`src/rtl/npc_mem_arb_if.sv`:
```
// rtl/npc_mem_arb_if.sv - fetch/data request-response and memory-port bundle for npc_mem_arb
interface npc_mem_arb_if #(
  parameter int ADDR_W = 32,
  parameter int DATA_W = 32
);
  localparam int STRB_W = DATA_W / 8;

  logic              if_req_valid;
  logic              if_req_ready;
  logic [ADDR_W-1:0] if_addr;
  logic              if_rsp_valid;
  logic [DATA_W-1:0] if_rdata;

  logic              d_req_valid;
  logic              d_req_ready;
  logic [ADDR_W-1:0] d_addr;
  logic              d_we;
  logic [1:0]        d_size;
  logic [DATA_W-1:0] d_wdata;
  logic              d_rsp_valid;
  logic [DATA_W-1:0] d_rdata;
  logic              d_err;

  logic              mem_valid;
  logic              mem_we;
  logic [ADDR_W-1:0] mem_addr;
  logic [DATA_W-1:0] mem_wdata;
  logic [STRB_W-1:0] mem_wstrb;
  logic [DATA_W-1:0] mem_rdata;

  modport slave (
    input  if_req_valid, if_addr, d_req_valid, d_addr, d_we, d_size, d_wdata, mem_rdata,
    output if_req_ready, if_rsp_valid, if_rdata, d_req_ready, d_rsp_valid, d_rdata, d_err,
           mem_valid, mem_we, mem_addr, mem_wdata, mem_wstrb
  );

  modport master (
    output if_req_valid, if_addr, d_req_valid, d_addr, d_we, d_size, d_wdata, mem_rdata,
    input  if_req_ready, if_rsp_valid, if_rdata, d_req_ready, d_rsp_valid, d_rdata, d_err,
           mem_valid, mem_we, mem_addr, mem_wdata, mem_wstrb
  );
endinterface

```
`src/rtl/npc_mem_arb.sv`:
```
// rtl/npc_mem_arb.sv - fetch/data arbiter onto one fixed-latency memory port with lane handling
// Optional misaligned-access reporting: NPC_MEM_ARB_MISALIGN_CHK_EN
module npc_mem_arb #(
  parameter int ADDR_W = 32,
  parameter int DATA_W = 32,
  parameter int LAT    = 1
) (
  input  logic         clk,
  input  logic         rst,
  npc_mem_arb_if.slave bus
);
  localparam int STRB_W = DATA_W / 8;
  localparam int OFF_W  = $clog2(STRB_W);
  localparam int CNT_W  = (LAT > 2) ? $clog2(LAT - 1) : 1;

  typedef enum logic [1:0] {IDLE, ISSUE, WAIT, RESP} state_t;
  state_t state_q, state_d;

  logic              src_d_q;
  logic [ADDR_W-1:0] addr_q;
  logic              we_q;
  logic [1:0]        size_q;
  logic [DATA_W-1:0] wdata_q;
  logic              err_q;
  logic [CNT_W-1:0]  cnt_q;

  logic [1:0]        d_size_eff;
  logic              d_hs, if_hs, hs_err;
  logic [OFF_W-1:0]  off;
  logic [STRB_W-1:0] strb;
  logic [DATA_W-1:0] wrep, rd_mask, rd_shift, fetch_word;

  // Clearing the low sz bits both aligns legal accesses and truncates misaligned ones.
  function automatic logic [ADDR_W-1:0] align(input logic [ADDR_W-1:0] a, input logic [1:0] sz);
    logic [ADDR_W-1:0] m;
    m = '1;
    m = m << sz;
    return a & m;
  endfunction

  assign d_size_eff = (DATA_W == 32 && bus.d_size == 2'd3) ? 2'd2 : bus.d_size;

  assign bus.d_req_ready  = (state_q == IDLE) && !rst;
  assign bus.if_req_ready = (state_q == IDLE) && !rst && !bus.d_req_valid;
  assign d_hs  = bus.d_req_valid && bus.d_req_ready;
  assign if_hs = bus.if_req_valid && bus.if_req_ready;

`ifdef NPC_MEM_ARB_MISALIGN_CHK_EN
  logic d_mis, if_mis;
  assign d_mis  = (d_size_eff == 2'd1 && bus.d_addr[0]) ||
                  (d_size_eff == 2'd2 && |bus.d_addr[1:0]) ||
                  (d_size_eff == 2'd3 && |bus.d_addr[2:0]);
  assign if_mis = |bus.if_addr[1:0];
  assign hs_err = (d_hs && d_mis) || (if_hs && if_mis);
`else
  assign hs_err = 1'b0;
`endif

  always_ff @(posedge clk) begin
    if (rst) begin
      state_q <= IDLE;
      src_d_q <= 1'b0;
      addr_q  <= '0;
      we_q    <= 1'b0;
      size_q  <= 2'd0;
      wdata_q <= '0;
      err_q   <= 1'b0;
      cnt_q   <= '0;
    end else begin
      state_q <= state_d;
      if (d_hs) begin
        src_d_q <= 1'b1;
        addr_q  <= align(bus.d_addr, d_size_eff);
        we_q    <= bus.d_we;
        size_q  <= d_size_eff;
        wdata_q <= bus.d_wdata;
        err_q   <= hs_err;
      end else if (if_hs) begin
        src_d_q <= 1'b0;
        addr_q  <= align(bus.if_addr, 2'd2);
        we_q    <= 1'b0;
        size_q  <= 2'd2;
        wdata_q <= '0;
        err_q   <= hs_err;
      end
      if (state_q == ISSUE) cnt_q <= '0;
      else if (state_q == WAIT) cnt_q <= cnt_q + CNT_W'(1);
    end
  end

  assign off      = addr_q[OFF_W-1:0];
  assign rd_shift = bus.mem_rdata >> {off, 3'b000};

  always_comb begin
    strb    = '1;
    wrep    = wdata_q;
    rd_mask = '1;
    case (size_q)
      2'd0: begin
        strb    = STRB_W'(1) << off;
        wrep    = {STRB_W{wdata_q[7:0]}};
        rd_mask = DATA_W'(8'hFF);
      end
      2'd1: begin
        strb    = STRB_W'(3) << off;
        wrep    = {(STRB_W / 2){wdata_q[15:0]}};
        rd_mask = DATA_W'(16'hFFFF);
      end
      2'd2: begin
        strb    = STRB_W'(4'hF) << off;
        wrep    = {(DATA_W / 32){wdata_q[31:0]}};
        rd_mask = DATA_W'(32'hFFFF_FFFF);
      end
      default: ;
    endcase
  end

  generate
    if (DATA_W == 64) begin : g_lane64
      assign fetch_word = {32'b0, addr_q[2] ? bus.mem_rdata[63:32] : bus.mem_rdata[31:0]};
    end else begin : g_lane32
      assign fetch_word = bus.mem_rdata;
    end
  endgenerate

  always_comb begin
    state_d          = state_q;
    bus.mem_valid    = 1'b0;
    bus.mem_we       = 1'b0;
    bus.mem_addr     = '0;
    bus.mem_wdata    = '0;
    bus.mem_wstrb    = '0;
    bus.d_rsp_valid  = 1'b0;
    bus.if_rsp_valid = 1'b0;
    bus.d_rdata      = '0;
    bus.if_rdata     = '0;
    bus.d_err        = 1'b0;

    case (state_q)
      IDLE: begin
        if (hs_err) state_d = RESP;
        else if (d_hs || if_hs) state_d = ISSUE;
      end
      ISSUE: state_d = (LAT > 1) ? WAIT : RESP;
      WAIT: begin
        if (cnt_q == CNT_W'(LAT - 2)) state_d = RESP;
      end
      RESP: state_d = IDLE;
      default: state_d = IDLE;
    endcase

    // Outputs are gated by rst so nothing leaks out in the cycle reset is applied.
    if (state_q == ISSUE && !rst) begin
      bus.mem_valid = 1'b1;
      bus.mem_we    = we_q;
      bus.mem_addr  = {addr_q[ADDR_W-1:OFF_W], {OFF_W{1'b0}}};
      if (we_q) begin
        bus.mem_wstrb = strb;
        bus.mem_wdata = wrep;
      end
    end

    if (state_q == RESP && !rst) begin
      bus.d_rsp_valid  = src_d_q;
      bus.if_rsp_valid = !src_d_q;
      bus.d_err        = src_d_q && err_q;
      if (!err_q) begin
        if (src_d_q) bus.d_rdata = rd_shift & rd_mask;
        else         bus.if_rdata = fetch_word;
      end
    end
  end
endmodule

```
`src/flat_wrapper.sv`:
```
// flat-port wrapper written by rule: the top's interface ports become plain ports
module npc_mem_arb_flat 
#(
  parameter int ADDR_W = 32,
  parameter int DATA_W = 32,
  parameter int LAT    = 1
)
  (clk, rst, bus_if_req_valid, bus_if_addr, bus_d_req_valid, bus_d_addr, bus_d_we, bus_d_size, bus_d_wdata, bus_mem_rdata, bus_if_req_ready, bus_if_rsp_valid, bus_if_rdata, bus_d_req_ready, bus_d_rsp_valid, bus_d_rdata, bus_d_err, bus_mem_valid, bus_mem_we, bus_mem_addr, bus_mem_wdata, bus_mem_wstrb);
  npc_mem_arb_if #(.ADDR_W(ADDR_W), .DATA_W(DATA_W)) bus_i ();
  input  logic clk;
  input  logic rst;
  input wire logic [$bits(bus_i.if_req_valid)-1:0] bus_if_req_valid;
  input wire logic [$bits(bus_i.if_addr)-1:0] bus_if_addr;
  input wire logic [$bits(bus_i.d_req_valid)-1:0] bus_d_req_valid;
  input wire logic [$bits(bus_i.d_addr)-1:0] bus_d_addr;
  input wire logic [$bits(bus_i.d_we)-1:0] bus_d_we;
  input wire logic [$bits(bus_i.d_size)-1:0] bus_d_size;
  input wire logic [$bits(bus_i.d_wdata)-1:0] bus_d_wdata;
  input wire logic [$bits(bus_i.mem_rdata)-1:0] bus_mem_rdata;
  output wire logic [$bits(bus_i.if_req_ready)-1:0] bus_if_req_ready;
  output wire logic [$bits(bus_i.if_rsp_valid)-1:0] bus_if_rsp_valid;
  output wire logic [$bits(bus_i.if_rdata)-1:0] bus_if_rdata;
  output wire logic [$bits(bus_i.d_req_ready)-1:0] bus_d_req_ready;
  output wire logic [$bits(bus_i.d_rsp_valid)-1:0] bus_d_rsp_valid;
  output wire logic [$bits(bus_i.d_rdata)-1:0] bus_d_rdata;
  output wire logic [$bits(bus_i.d_err)-1:0] bus_d_err;
  output wire logic [$bits(bus_i.mem_valid)-1:0] bus_mem_valid;
  output wire logic [$bits(bus_i.mem_we)-1:0] bus_mem_we;
  output wire logic [$bits(bus_i.mem_addr)-1:0] bus_mem_addr;
  output wire logic [$bits(bus_i.mem_wdata)-1:0] bus_mem_wdata;
  output wire logic [$bits(bus_i.mem_wstrb)-1:0] bus_mem_wstrb;
  assign bus_i.if_req_valid = bus_if_req_valid;
  assign bus_i.if_addr = bus_if_addr;
  assign bus_i.d_req_valid = bus_d_req_valid;
  assign bus_i.d_addr = bus_d_addr;
  assign bus_i.d_we = bus_d_we;
  assign bus_i.d_size = bus_d_size;
  assign bus_i.d_wdata = bus_d_wdata;
  assign bus_i.mem_rdata = bus_mem_rdata;
  assign bus_if_req_ready = bus_i.if_req_ready;
  assign bus_if_rsp_valid = bus_i.if_rsp_valid;
  assign bus_if_rdata = bus_i.if_rdata;
  assign bus_d_req_ready = bus_i.d_req_ready;
  assign bus_d_rsp_valid = bus_i.d_rsp_valid;
  assign bus_d_rdata = bus_i.d_rdata;
  assign bus_d_err = bus_i.d_err;
  assign bus_mem_valid = bus_i.mem_valid;
  assign bus_mem_we = bus_i.mem_we;
  assign bus_mem_addr = bus_i.mem_addr;
  assign bus_mem_wdata = bus_i.mem_wdata;
  assign bus_mem_wstrb = bus_i.mem_wstrb;
  npc_mem_arb #(.ADDR_W(ADDR_W), .DATA_W(DATA_W), .LAT(LAT)) u_core (.clk(clk), .rst(rst), .bus(bus_i));
endmodule
```
`config.mk`:
```
export PLATFORM = sky130hd
export DESIGN_NAME = npc_mem_arb_flat
export DESIGN_NICKNAME = d
export VERILOG_FILES = /design/src/rtl/npc_mem_arb_if.sv /design/src/rtl/npc_mem_arb.sv /design/src/flat_wrapper.sv
export SDC_FILE = /design/constraint.sdc
export NUM_CORES = 1
export LEC_CHECK = 0
export ABC_AREA = 1
export CAP_MARGIN = 20
export CORE_MARGIN = 2
export CORE_UTILIZATION = 45
export CTS_CLUSTER_SIZE = 16
export DETAILED_ROUTE_END_ITERATION = 6
export DONT_BUFFER_PORTS = 1
export PLACE_DENSITY = 0.59
export SYNTH_ARGS = -nofsm -noshare
export SYNTH_HDL_FRONTEND = slang
export SYNTH_SLANG_ARGS = --single-unit
```
`constraint.sdc`:
```
create_clock -name clk -period 2.8 [get_ports clk]
set_input_delay 0.7 -clock clk [delete_from_list [all_inputs] [get_ports clk]]
set_output_delay 0.7 -clock clk [all_outputs]
set_load 0.02 [all_outputs]
```
# ---- Word-level counts from Yosys, hierarchy flattened
# Index checks and enable logic that the tools add are counted.
dict set report classes {
  n_addsub 1
  eq_ne 8
  n_shift 5
  muxes 29
  bitwise 2
  reduce_logical 15
}
# cell count
set op_table {}
lappend op_table {{32-bit 2-to-1 mux} 11}
lappend op_table {{32-bit case mux with 2 select lines} 2}
lappend op_table {{32-bit bitwise AND} 2}
lappend op_table {{32-bit by 2-bit << shifter with 32-bit output (first input constant)} 1}
lappend op_table {{32-bit by 5-bit right shift with 32-bit output} 1}
lappend op_table {{4-bit case mux with 3 select lines} 1}
lappend op_table {{2-bit 2-to-1 mux} 5}
lappend op_table {{2-bit equality test (second input constant)} 4}
lappend op_table {{4-bit 2-to-1 mux} 2}
lappend op_table {{2-bit case mux with 4 select lines} 1}
lappend op_table {{1-bit 2-to-1 mux} 7}
lappend op_table {{1-bit logical AND} 6}
lappend op_table {{2-bit by 1-bit equality test with 1-bit output (second input constant)} 2}
lappend op_table {{2-bit zero test} 2}
lappend op_table {{1-bit by 2-bit << shifter with 4-bit output (first input constant)} 1}
lappend op_table {{2-bit by 2-bit << shifter with 4-bit output (first input constant)} 1}
lappend op_table {{4-bit by 2-bit << shifter with 4-bit output (first input constant)} 1}
lappend op_table {{1-bit zero test} 3}
lappend op_table {{2-bit by 1-bit != test with 1-bit output (second input constant)} 1}
lappend op_table {{2-bit != test (second input constant)} 1}
lappend op_table {{2-bit AND reduction} 1}
lappend op_table {{2-bit nonzero test} 1}
lappend op_table {{2-bit OR reduction} 1}
lappend op_table {{1-bit adder (second input constant)} 1}
lappend op_table {{1-bit logical OR} 1}
dict set report totals {
  register_bits 71
  input_bits 135
  word_cells 67
}

# ---- Longest topological paths before layout
# Gate-level depths: netlist of run 1.
dict set report logic_depth {
  word_depth 7
  mapped_depth 9
  ltp_nobuf 9
}

# ---- Worst setup path after synthesis of run 1
# Ideal clock, no wire load.
dict set report synth_timing {
  kind {input port to output port}
  from {input rst}
  to {output bus_if_rdata[10]}
  arrival_time_ns 1.940
  setup_slack_ns 0.160
  stages 7
  path_buffers 2
  cell_sequence {buf_6 inv_8 nand2_8 nor2_1 inv_1 buf_2 nor2_1}
}
dict set report synth_via {
  elab_chain_len 3
}
# item line_no
set synth_rtl {}
lappend synth_rtl {{from (decl)} flat_wrapper.sv:11} ;# input logic rst;
lappend synth_rtl {{1-bit zero test} npc_mem_arb.sv:163} ;# if (state_q == RESP && !rst) begin
lappend synth_rtl {{1-bit logical AND} npc_mem_arb.sv:163}
lappend synth_rtl {{32-bit 2-to-1 mux} npc_mem_arb.sv:163}
lappend synth_rtl {{to (decl)} flat_wrapper.sv:22} ;# output wire logic [$bits(bus_i.if_rdata)-1:0] bus_if_rdata;
# Every way passes these cells.

# ---- Final worst setup path of run 1
dict set report layout_timing {
  from {register u_core.size_q[1]}
  to {output bus_d_rdata[30]}
}
dict set report layout_via {
  elab_chain_len 5
}
# item line_no
set layout_rtl {}
lappend layout_rtl {{from (decl)} npc_mem_arb.sv:22} ;# logic [1:0] size_q;
lappend layout_rtl {{from (signal assigned)} npc_mem_arb.sv:75} ;# size_q <= d_size_eff;
lappend layout_rtl {{2-bit by 1-bit equality test with 1-bit output / 2-bit zero test (equally long branches)} npc_mem_arb.sv:98} ;# case (size_q)
lappend layout_rtl {{32-bit case mux with 2 select lines (*)} npc_mem_arb.sv:98}
lappend layout_rtl {{32-bit bitwise AND (*)} npc_mem_arb.sv:168} ;# if (src_d_q) bus.d_rdata = rd_shift & rd_mask;
lappend layout_rtl {{32-bit 2-to-1 mux (*)} npc_mem_arb.sv:168}
lappend layout_rtl {{32-bit 2-to-1 mux (*)} npc_mem_arb.sv:163}
lappend layout_rtl {{to (decl)} flat_wrapper.sv:25} ;# output wire logic [$bits(bus_i.d_rdata)-1:0] bus_d_rdata;
# Mark *: on every way between the ends. The rest lies on a longest branch, timed or not.

==> results.cfg, run 1 <==
[detailed_routing]
drt_wl_total_um = 15700
viasPerCell = 5.21
drtIter0Drc = 362
drc = 0
routed-via-count = 5229
drt-pass1-iter-count = 5
drtAntennaViolNets = 0
wire_per_inst_um = 15.6

[floorplanning]
die_w_um = 105
initial_core_util_pct = 45.6
die_area_um2 = 11100
ios = 274
fp.coreArea_um2 = 10100
num_rows = 37
die_h_um = 105

[sta]
hold_viol_final = 0
rsz0062_at_grt = yes
worstMarginPinSlew_ns = 0.763
period_needed_ns = 2.70
setup_viol = 0
skew_ns = 0.0136
fin_ws_ns = 0.0983
period_share_pct = 96.5
hold_ws_ns = 0.435
maxSlewViolCount = 0
max_freq_ghz = 0.370
slew_headroom_pct = 49.1

[cts]
insertion_delay_ns = 0.34
clock-sinks = 71
path_clk_slew_ns = 0.08
htreeDepth = 3
cts_setup_buffers = 0
cts_tree = yes
cts_buffer_depth = 2
cts-root-buf = clkbuf_8
numCtsBuffers = 9

[global_routing]
grt_max_degree = 67
gr-total-overflow = 0
grt_pass1_vias = 4816
antenna_found_initial = 0
grt_pass1_wl_um = 24100
grt_usage_pct = 27.2

[yosys]
ys_seq_area_share_pct = 30.7
synth-main-ff-cell = dfxtp_1
synth-seq-cells = 71
yosysMostFrequentCell = nor2_1
async_flop_share_pct = 0
synth_fa_ha_area_share_pct = 2.16
synth_commonest_cells = nor2_1, nand2_1, inv_1
synth_cells = 776
synth-simple-area-share_pct = 35.6
yosys_warnings = 0
synth.distinct_cells = 33
yosysTopAreaCellShare_pct = 30.7
synthesis.area_um2 = 4630
synth.largest_area_cell = dfxtp_1
synth-edff-count = 0
synthXorXnorAreaFrac_pct = 0.189
synth_compound_area_share_pct = 17.8
synthTopCellsByArea = dfxtp_1, nor2_1, nand2_1
avgSynthCellArea_um2 = 5.96
synth_top_family_by_area = simple AND/OR/NAND/NOR gates
muxShareOfSynthArea_pct = 0

[final_layout]
antenna_cells = 0
drive_gt1_share_pct = 19.5
fin_area_um2 = 5740
finalNetCount = 1006
area_delta_synth_final_pct = 24.0
fillerInstances = 1014
finalNonFillerCells = 1003

[setup_path]
worstSetupPathType = reg2out
crit_required_ns = 2.10
slowest_stage = dfxtp_1
worstPathCellList = inv_2 -> ha_1 -> or2_1 -> inv_6 -> nand3_2 -> nor3_2 -> buf_4
timing.critical_path.buf_inv = 3
worst-path-max-fanout = 8
crit_arrival_ns = 2.00
endpoint_kind = output port
slowest_delay_ns = 0.35
crit_family = simple AND/OR/NAND/NOR gates
cp-start-kind = register

[run]
maxCapViolations = 0

[placement]
dpl_cell_area_um2 = 5510
dp_slack_ns = 0.338
port_buffers = 0
gp_congestion = 0.885
dp_cells = 987
dp.final_hpwl_um = 11600

[power]
ir_worst_vdd_uv = 314
power_density_nw_per_um2 = 583
p_leak_nw = 2.61

[run_status]
status = completed

[hold_path]
hold_path_class = in2reg
## cell usage in the layout, fill, tap and decap left out, drive strengths merged
| cell type | count |
|---|---|
| o21bai | 1 |
| conb | 3 |
| o211ai | 7 |
| nand3 | 48 |
| dfxtp | 71 |
| o21ai | 94 |
| o31ai | 1 |
| or2 | 2 |
| inv | 84 |
| clkbuf | 12 |
| clkinvlp | 1 |
| ha | 8 |
| a21oi | 53 |
| bufinv | 1 |
| clkinv | 1 |
| nor3 | 9 |
| buf | 129 |
| nand2 | 167 |
| nor2 | 173 |
| a211oi | 1 |
| xnor2 | 1 |
## state kept, by name, summed over array words and instances, names as in the netlist
name            flops
u_core.src_d_q      1
u_core.size_q       2
u_core.addr_q      32
u_core.cnt_q        1
u_core.we_q         1
u_core.state_q      2
u_core.wdata_q     32
## routing by layer
metal | global-route usage [%] | part of all wire [%] | routed length, um | vias up
met4 | 9.90 | 1.8 | 286 | 0
met1 | 32.0 | 40 | 6320 | 2367
met2 | 47.8 | 50 | 7790 | 243
li1 | - | - | - | 2594
met5 | 0 | 0 | 0 | -
met3 | 6.56 | 8.3 | 1300 | 25
## report_power, final
part | internal, W | total (W) | leakage (nW) | switching [W]
Clock | 0.000455 | 0.000846 | 0.0985 | 0.000391
Sequential | 0.00121 | 0.00133 | 0.583 | 0.000118
Combinational | 0.000392 | 0.00118 | 1.93 | 0.000783
Total | 0.00205 | 0.00335 | 2.61 | 0.00129
## what timing repair did
action,4_1_cts,5_1_grt
hold buffers,0,0
gates resized for setup,1,7
gates cloned,0,1
setup endpoints to repair,2,66
## worst paths after layout
check | from | slack, ns | cells past startpoint | endpoint
min | rst | 0.43 | 1 | u_core.size_q[0]$_SDFFE_PP0P_
max | u_core.size_q[1]$_SDFFE_PP0P_ | 0.1 | 7 | bus_d_rdata[30]
max reg2reg | u_core.state_q[0]$_SDFFE_PP0P_ | 0.80 | 8 | u_core.addr_q[13]$_SDFFE_PP0P_
min reg2reg | u_core.wdata_q[21]$_SDFFE_PP0P_ | 0.46 | 2 | u_core.wdata_q[21]$_SDFFE_PP0P_
## cell type report
cell class                 instances  area (um^2)  share of cell area, %
clock inverter                     3         42.5                  0.741
multi-input combinational        568         2620                   45.6
tap                              136          170                   2.97
sequential                        71         1420                   24.8
inverter                          84          328                   5.71
timing repair buffer             129         1000                   17.4
clock buffer                      12          155                   2.70
## logic make-up after synthesis
family,count (synthesis)
buffers and inverters,140
AOI/OAI and AO/OA,157
other,1
and+or+nand+nor,398
xor gates and xnor gates,1
DFF,71
adders and majority gates,8
## metrics by stage
stage | TNS (ns) | total power, W | utilization [%]
final | 0 | 0.00335 | 56.6
after detailed placement | 0 | 0.00251 | 54.3
after global placement | 0 | 0.00247 | 54.3
after floorplan | 0 | 0.00221 | -
after global routing | -0.0438 | 0.00361 | 56.6
after CTS | 0 | 0.00336 | 56.3
Power figures use the tool's default switching activity.
==> run 2: changes to the inputs <==
Settings changed: ABC_AREA 1 to not set, CORE_AREA set to 2 2 107 109, CORE_MARGIN 2 to not set, CORE_UTILIZATION 45 to not set, CTS_CLUSTER_DIAMETER set to 150, DIE_AREA set to 0 0 109 111, PLACE_DENSITY 0.59 to 0.55.
==> results.cfg, run 2 <==
[cts]
insertion_delay_ns = 0.33
cts_buffer_depth = 2
clock-sinks = 71
path_clk_slew_ns = 0.05
cts-root-buf = clkbuf_16
numCtsBuffers = 9
htreeDepth = 3
cts_tree = yes

[yosys]
async_flop_share_pct = 0
synth_commonest_cells = nand2_1, dfxtp_1, and2_1
yosysMostFrequentCell = nand2_1
synthesis.area_um2 = 4570
synth-edff-count = 0
synth-seq-cells = 71
synth.distinct_cells = 42
ys_seq_area_share_pct = 31.1
synthTopCellsByArea = dfxtp_1, nand2_1, and2_1
yosys_warnings = 0
synth_cells = 620
avgSynthCellArea_um2 = 7.37
yosysTopAreaCellShare_pct = 31.1
synth.largest_area_cell = dfxtp_1
synth-main-ff-cell = dfxtp_1

[sta]
hold_viol_final = 0
period_share_pct = 95.4
slew_headroom_pct = 57.5
setup_viol = 0
skew_ns = 0.00753
worstMarginPinSlew_ns = 0.637
rsz0062_at_grt = no
fin_tns_setup_ns = 0
maxSlewViolCount = 0
max_freq_ghz = 0.374
fin_ws_ns = 0.128
period_needed_ns = 2.67

[setup_path]
crit_required_ns = 2.10
worst-path-max-fanout = 8
cp-start-kind = register
crit_arrival_ns = 1.97
r2r_start = u_core.state_q[0]$_SDFFE_PP0P_
ff2ff_path_depth = 6
worstSetupPathType = reg2out
ff2ff_setup_slack_ns = 0.86
reg2reg_to = u_core.wdata_q[25]$_SDFFE_PP0P_
endpoint_kind = output port

[floorplanning]
die_area_um2 = 12100
ios = 274
die_h_um = 111
num_rows = 39
die_w_um = 109
fp.coreArea_um2 = 11100
initial_core_util_pct = 41.3

[global_routing]
antenna_found_initial = 1
grt_pass1_wl_um = 21100
grt_max_degree = 57
grt_pass1_vias = 4085
grt_usage_pct = 21.9
gr-total-overflow = 0

[hold_path]
whs_endpoint = u_core.addr_q[0]$_SDFFE_PP0P_
holdCritStartpoint = rst
worstHoldPathCells = 1
hold_path_class = in2reg

[placement]
gp_congestion = 0.861
dp_slack_ns = 0.311
dp.final_hpwl_um = 10100
port_buffers = 0
dp_cells = 779

[power]
power_density_nw_per_um2 = 623
p_leak_nw = 2.12
totalPowerFinal_w = 0.00333
ir_worst_vdd_uv = 352

[detailed_routing]
wire_per_inst_um = 17.3
drtIter0Drc = 327
viasPerCell = 5.50
drt_wl_total_um = 13800
drc = 0
drt-pass1-iter-count = 4
drtAntennaViolNets = 0
routed-via-count = 4387

[run_status]
status = completed

[final_layout]
post-route-util_pct = 48.3
final_cell_mix = nand2_1, buf_4, dfxtp_1
finalNetCount = 792
drive_gt1_share_pct = 15.9
finalNonFillerCells = 798
largest_registers = u_core.addr_q (32), u_core.wdata_q (32)
final_common_cell = nand2_1
area_delta_synth_final_pct = 17.0

[run]
maxCapViolations = 0
## run 2: cell types whose count changed after synthesis, sizes merged, moves of 17 or more
cell	before	now
a22o	0	23
and2	0	70
o21ai	94	58
mux2i	0	33
inv	84	7
clkbuf	18	35
nor2	173	22
nand3	47	6
nand2	167	120
## run 2: routing by layer
metal	GRT usage [%]	wire length [um]	vias up
met5	0	0	-
met4	5.64	130	0
met3	4.06	864	10
met2	35.2	6490	178
met1	29.9	6340	2032
li1	-	-	2167
## run 2: worst max-delay path, cell delays in order (launching register included)
cell     delay [ns]
dfxtp_1        0.36
inv_1          0.09
ha_1           0.21
or2_1          0.29
or3_4          0.42
nor2_1         0.13
buf_4          0.15
## run 2: cell type report
type                       count  area, um^2
antenna                        1        2.50
clock buffer                  11         233
clock inverter                 5        57.6
fill                        1119        5730
inverter                       7        26.3
multi-input combinational    485        2870
sequential                    71        1420
tap                          143         179
timing repair buffer          75         563
## run 2: worst max path at each step
stage | start | end | depth (start not counted)
global route | u_core.size_q[0]$_SDFFE_PP0P_ | bus_d_rdata[18] | 6
CTS | u_core.size_q[1]$_SDFFE_PP0P_ | bus_d_rdata[30] | 5
finish | u_core.size_q[0]$_SDFFE_PP0P_ | bus_d_rdata[23] | 6
floorplan | u_core.size_q[1]$_SDFFE_PP0P_ | bus_d_rdata[16] | 8
detailed placement | u_core.size_q[1]$_SDFFE_PP0P_ | bus_d_rdata[21] | 6
global placement | rst | bus_d_rdata[22] | 4
## run 2: what timing repair did
item                                    4_1_cts  5_1_grt
buffers inserted                              0        2
hold buffers                                  0        0
pin swaps                                     0        1
endpoints found under the setup margin        8       31
gates resized for setup                       1        2
## run 2: through the flow
stage | hold WS, ns | area [um^2]
final | 0.455 | 5350
after global routing | 0.436 | 5350
after CTS | 0.431 | 5330
after detailed placement | 0.453 | 5030
after global placement | 0.452 | 5030
after floorplan | 0.434 | 4580
## run 2: power breakdown
part	switching, W	internal [W]
registers	0.000101	0.00117
logic	0.000601	0.000332
clock network	0.000435	0.000692
## run 2: cells by family (layout without fill, tap and decap cells)
kind of cell             count (synthesis)  count (layout)  synth area share [%]
AO/OA/AOI/OAI                          172             172                  22.9
XOR/XNOR                                 1               1                 0.192
adder cells (fa/ha/maj)                  8               8                  2.19
buffers and inverters                   66              98                  6.76
flip-flops                              71              71                  31.1
multiplexers                            34              34                  7.47
other                                    1               4                0.0820
AND/OR/NAND/NOR                        267             267                  29.3
==> run 3: changes to the inputs <==
Settings changed: ABC_AREA set to 1, CORE_AREA 2 2 107 109 to not set, CORE_MARGIN set to 2, CORE_UTILIZATION set to 45, DIE_AREA 0 0 109 111 to not set, PLACE_DENSITY 0.55 to 0.59.
==> results of run 3 <==
Final layout, timing and power as in run 1 (identical DEF).
